==> config.mk <==
export PLATFORM = sky130hd
export DESIGN_NAME = outerprodrc_drain
export DESIGN_NICKNAME = d
export VERILOG_FILES = /design/src/rtl/outerprodrc_pkg.sv /design/src/rtl/outerprodrc_sm2tc.sv /design/src/rtl/outerprodrc_drain.sv
export SDC_FILE = /design/constraint.sdc
export NUM_CORES = 1
export LEC_CHECK = 0
export ABC_AREA = 1
export BUFFER_PORTS_ARGS = -buffer_cell sky130_fd_sc_hd__buf_2
export CORE_ASPECT_RATIO = 0.8
export CORE_MARGIN = 3
export CORE_UTILIZATION = 45
export CTS_BUF_LIST = sky130_fd_sc_hd__clkbuf_2 sky130_fd_sc_hd__clkbuf_4 sky130_fd_sc_hd__clkbuf_8
export DETAILED_ROUTE_END_ITERATION = 8
export GPL_TIMING_DRIVEN = 1
export PLACE_DENSITY = 0.69
export SETUP_SLACK_MARGIN = 0.15
export SYNTH_ARGS = -nofsm -noshare
export SYNTH_HDL_FRONTEND = slang
export SYNTH_SLANG_ARGS = --single-unit
==> constraint.sdc <==
create_clock -name iClk -period 4.4 [get_ports iClk]
set_clock_uncertainty 0.15 [all_clocks]
set_input_delay 0.88 -clock iClk [delete_from_list [all_inputs] [get_ports iClk]]
set_output_delay 0.88 -clock iClk [all_outputs]
set_load 0.05 [all_outputs]
==> src/rtl/outerprodrc_pkg.sv <==
// Shared types and defaults for the outer-product array run controller / drain.
package outerprodrc_pkg;

  typedef enum logic [2:0] {
    IDLE  = 3'd0,
    CLR   = 3'd1,
    RUN   = 3'd2,
    SNAP  = 3'd3,
    DRAIN = 3'd4
  } state_t;

  localparam int DEF_ROWNUM      = 4;
  localparam int DEF_COLNUM      = 4;
  localparam int DEF_OUTBITWIDTH = 16;
  localparam int DEF_CYCLES      = 128;

  // Width of a counter/index that must hold values 0..n-1 (never narrower than 1 bit).
  function automatic int idx_width(input int n);
    return (n > 1) ? $clog2(n) : 1;
  endfunction

  function automatic int slice_lo(input int k, input int w);
    return k * w;
  endfunction

  function automatic int flat_width(input int rows, input int cols, input int w);
    return rows * cols * w;
  endfunction

endpackage

==> src/rtl/outerprodrc_sm2tc.sv <==
// Sign-magnitude to two's-complement converter; a negative zero maps to 0.
module outerprodrc_sm2tc #(
  parameter int W = 16
) (
  input  logic [W-1:0] sm,
  output logic [W-1:0] tc
);

  logic [W-1:0] mag_ext;

  assign mag_ext = {1'b0, sm[W-2:0]};
  assign tc      = sm[W-1] ? (~mag_ext + W'(1)) : mag_ext;

endmodule

==> src/rtl/outerprodrc_drain.sv <==
// Run controller and result reader for the unary outer-product array: clear, enable for
// CYCLES cycles, snapshot, then stream row-major. Define OUTERPRODRC_DRAIN_TWOS_EN for two's-complement output.
module outerprodrc_drain
  import outerprodrc_pkg::*;
#(
  parameter int ROWNUM      = DEF_ROWNUM,
  parameter int COLNUM      = DEF_COLNUM,
  parameter int OUTBITWIDTH = DEF_OUTBITWIDTH,
  parameter int CYCLES      = DEF_CYCLES
) (
  input  logic                                      iClk,
  input  logic                                      iRst,
  input  logic                                      iStart,
  output logic                                      oBusy,
  output logic                                      oClr,
  output logic                                      oEn,
  input  logic [flat_width(ROWNUM, COLNUM, OUTBITWIDTH)-1:0] iArrData,
  output logic [OUTBITWIDTH-1:0]                    oData,
  output logic                                      oValid,
  input  logic                                      iReady,
  output logic [idx_width(ROWNUM*COLNUM)-1:0]       oIdx,
  output logic                                      oLast,
  output logic                                      oDone
);

  localparam int NELEM = ROWNUM * COLNUM;
  localparam int IW    = idx_width(NELEM);
  localparam int CW    = idx_width(CYCLES);
  localparam int FW    = flat_width(ROWNUM, COLNUM, OUTBITWIDTH);

  state_t               state_reg, state_next;
  logic [CW-1:0]        cnt_reg, cnt_next;
  logic [IW-1:0]        idx_reg, idx_next;
  logic                 done_reg, done_next;
  logic                 snap_load;
  logic [FW-1:0]        snap_reg;
  logic [OUTBITWIDTH-1:0] elem [NELEM];
  logic [OUTBITWIDTH-1:0] elem_sel;
  logic [OUTBITWIDTH-1:0] elem_out;
  logic                 valid;

  always_ff @(posedge iClk) begin
    if (iRst) begin
      state_reg <= IDLE;
      cnt_reg   <= '0;
      idx_reg   <= '0;
      done_reg  <= 1'b0;
      snap_reg  <= '0;
    end else begin
      state_reg <= state_next;
      cnt_reg   <= cnt_next;
      idx_reg   <= idx_next;
      done_reg  <= done_next;
      if (snap_load) snap_reg <= iArrData;
    end
  end

  // The DRAIN state lingers one extra cycle with done_reg set, so oDone is seen while still busy.
  always_comb begin
    state_next = state_reg;
    cnt_next   = cnt_reg;
    idx_next   = idx_reg;
    done_next  = 1'b0;
    snap_load  = 1'b0;
    case (state_reg)
      IDLE: begin
        if (iStart) state_next = CLR;
      end
      CLR: begin
        cnt_next   = '0;
        state_next = RUN;
      end
      RUN: begin
        if (cnt_reg == CW'(CYCLES - 1)) begin
          cnt_next   = '0;
          state_next = SNAP;
        end else begin
          cnt_next = cnt_reg + CW'(1);
        end
      end
      SNAP: begin
        snap_load  = 1'b1;
        idx_next   = '0;
        state_next = DRAIN;
      end
      DRAIN: begin
        if (done_reg) begin
          idx_next   = '0;
          state_next = IDLE;
        end else if (iReady) begin
          if (idx_reg == IW'(NELEM - 1)) done_next = 1'b1;
          else                           idx_next  = idx_reg + IW'(1);
        end
      end
      default: state_next = IDLE;
    endcase
  end

  for (genvar gi = 0; gi < NELEM; gi++) begin : g_elem
    assign elem[gi] = snap_reg[slice_lo(gi, OUTBITWIDTH) +: OUTBITWIDTH];
  end

  assign elem_sel = elem[idx_reg];

`ifdef OUTERPRODRC_DRAIN_TWOS_EN
  outerprodrc_sm2tc #(.W(OUTBITWIDTH)) u_sm2tc (
    .sm (elem_sel),
    .tc (elem_out)
  );
`else
  assign elem_out = elem_sel;
`endif

  assign valid  = (state_reg == DRAIN) && !done_reg;
  assign oBusy  = (state_reg != IDLE);
  assign oClr   = (state_reg == CLR);
  assign oEn    = (state_reg == RUN);
  assign oValid = valid;
  assign oDone  = done_reg;
  // Element fields are zeroed outside a valid beat so idle outputs match the reset picture.
  assign oData  = valid ? elem_out : '0;
  assign oIdx   = valid ? idx_reg : '0;
  assign oLast  = valid && (idx_reg == IW'(NELEM - 1));

endmodule

==> summary.txt <==
Clock network
  – Clk_lat worst skew: roughly 0.54 ns
  – CTS Sinks: around 270
  – # Post-CTS Setup Buffers: 0
  – Root Driver: clkbuf_8
  – Resize count post-CTS: 0
  – TritonCTS Buffers: between 40 and 50
  – Cts hold-fix bufs: 0
  – H-tree Lvls: 2
  – CTS tree: done
  – Clock buffer depth: 3
  – Clock transition at path regs: roughly 0.060 ns

Global routing
  – Antenna violations before repair: 3
  – Total routing usage reported by global routing: around 26%
  – First-pass GRT wire length: 60220 microns
  – Global route total overflow: 0
  – Largest net degree at the start of global routing: 164
  – Vias in the first global route: 11351

Setup path
  – Critical path's most frequent cell: nand3_1
  – Crit path DAT: about 3 ns
  – Worst path cell trace: inv_2, buf_4, nand3_1, nand3_1, a21oi_1, nor2_1, buf_2
  – R2R Setup Slk: 1.77 ns
  – Max stage delay on crit path: approximately 0.63 ns
  – Max stage delay cell, worst path: inv_2
  – Required time of the worst setup path: around 3.4 ns
  – Worst setup SP type: flip-flop
  – Critical path type: reg2out
  – Buf/Inv on CP: 3
  – Nature of the critical path endpoint: primary output
  – CP top delay family: buffers and inverters
  – Crit path max fanout: ~40

Floorplanning
  – # rows: between 50 and 60
  – Initial Util: about 46%
  – Die Y: around 150 microns
  – Core ar.: around 0.027 sq mm
  – Die area: ~0.029 sq mm
  – DIE WIDTH: 191.1 microns
  – I/O pin count: between 200 and 300

Cells and area
  – Final Instance Area: ~0.015 sq mm
  – Multi-input logic area: 0.005259 sq mm
  – Number of flip-flops under the largest register name: 256
  – Share of cells above drive strength 1: roughly a fifth
  – Nets: around 2300
  – Area grow syn2layout: 18.80%
  – Total area of sequential cells: around 0.0054 sq mm
  – Fillers: 2667
  – N_diodes: 0

Drt
  – Drt first pass iters: 5
  – Iter 0 DRT Violations: 1044
  – DRC Markers: 0
  – Vias per inst: around 5.2
  – Routed WL per cell: 16.73 microns
  – Routed vias: ~12000
  – Routed Antenna Nets: 0
  – Final WL: between 40000 and 50000 microns

Timing
  – Relative slew slack: a little over a quarter
  – Final min period: 3.968 ns
  – Achievable Freq: about 250 MHz
  – Final hold vios: 0
  – Slew Viols, Final: 0
  – Total Neg Setup Slack: 0 ns
  – Final worst-path cycle share: between 90% and 100%
  – Worst slew pin tran: roughly 1.1 ns
  – Unrepaired setup endpoints after global routing: false
  – Final hold slack: slightly above 0.3 ns
  – Final setup vio count: 0

Yosys
  – Share of the synthesized area in the top cell type: 44.00%
  – Syn. warnings: 0
  – Mapped Cells: 1798
  – Cell Area, Synth: 0.01233 sq mm
  – Seq/Total Area, Yosys: around 44%
  – Syn Nets: 2060
  – Mean Syn Cell Area: between 6 and 7 sq um
  – Yosys top cell by area: dfxtp_1
  – #FFs+latches synth: around 270
  – Synth top area cells: dfxtp_1 44%, o21ai_0 11%, a21oi_1 10%
  – Library cells used by synthesis: 26

Run status
  – Status: completed

Power and ir drop
  – Pleak: about 6.3 nW
  – Power Dens Cells: 383.2 mW/mm^2
  – Total power: approximately 5.6 mW
  – VDD IR max: about 0.00018 V

Place
  – DP Area: about 0.014 sq mm
  – GP Congestion: between 0.8 and 0.9
  – Port Buf Inserts: 285
  – Post-DP HPWL: roughly 28000 microns

Flow run
  – MaxCap Viol Count: 0

Min path
  – Worst Hold Class: reg2reg
-- final cells by class --
class	instances	share of cell area, %
clock buffers	72	6.039
clock inverters	4	0.3075
inverters	246	6.355
multi-input cells	1141	35.90
flip-flops and latches	271	37.07
well taps	357	3.049
repair buffers	300	11.28
-- worst reg2reg max path: cells and delay by family (launching register included) --
| family | cells | cell delay [ns] |
|---|---|---|
| buffers and inverters | 1 | 0.98 |
| and+or+nand+nor | 3 | 1.03 |
| DFF | 1 | 0.37 |
-- where the power goes --
group,internal [mW],switching [mW]
Combinational,0.254,0.464
Sequential,2.56,0.0409
Clock,1.32,0.972
-- Yosys cell counts (all sizes together) --
| cell | count |
|---|---|
| o21a | 1 |
| nand3 | 180 |
| xnor2 | 1 |
| clkinv | 2 |
| o211ai | 1 |
| a21oi | 257 |
| clkbuf | 44 |
| nand2 | 311 |
| o2111ai | 1 |
| nand3b | 1 |
| nand4 | 1 |
| xor2 | 3 |
| nor4 | 1 |
| inv | 244 |
| ha | 2 |
| dfxtp | 271 |
| o21ai | 282 |
| buf | 96 |
| nor2 | 99 |
-- logic make-up after synthesis --
logic type	count (synthesis)	synth area share [%]
buffers and inverters	386	13.45
DFF	271	44.00
AOI/OAI and AO/OA	542	22.07
xor gates and xnor gates	4	0.2842
and+or+nand+nor	593	19.99
adders and majority gates	2	0.2029
-- per-layer routing --
layer | share of wire [%] | vias up | track usage, % | wire length [microns]
li1 | - | 6209 | - | -
met1 | 47 | 5652 | 38.21 | 18720
met2 | 43 | 448 | 38.47 | 17260
met3 | 7.4 | 83 | 4.354 | 2945
met4 | 2.6 | 4 | 7.370 | 1052
met5 | 0.057 | - | 0 | 23
-- through the flow --
step	setup slack, ns	util [%]	cells
after floorplan	1.543	-	1798
after global placement	1.070	51.59	2315
after detailed placement	1.069	51.59	2315
after CTS	0.4672	55.08	2391
after global routing	0.2912	55.08	2391
final	0.4318	55.08	2391
-- final timing paths --
kind | from | endpoint | depth (start not counted)
max | idx_reg[1]$_SDFFE_PP0P_ | oData[11] | 7
min | snap_reg[154]$_SDFFE_PP0P_ | snap_reg[154]$_SDFFE_PP0P_ | 2
max reg2reg | state_reg[1]$_SDFFE_PP0P_ | snap_reg[180]$_SDFFE_PP0P_ | 4
min reg2reg | snap_reg[154]$_SDFFE_PP0P_ | snap_reg[154]$_SDFFE_PP0P_ | 2
-- cells in the final DEF, fill, tap and decap left out --
cell,n
xor2_1,3
ha_1,2
buf_4,12
bufinv_16,1
inv_6,1
xnor2_1,1
dfxtp_4,1
clkbuf_8,55
clkinv_1,2
nor2_2,2
dfxtp_1,269
nand2_1,311
nand4_1,1
inv_4,1
nor2_1,97
o21ai_1,1
a21oi_1,257
o21a_1,1
clkinv_2,3
nand3_1,179
inv_1,240
nor4_1,1
nand3b_1,1
buf_2,280
dfxtp_2,1
buf_12,8
o2111ai_1,1
o21ai_0,281
clkbuf_4,17
nand3_4,1
inv_2,2
o211ai_1,1
No activity file was read; power rests on OpenSTA's default activity.
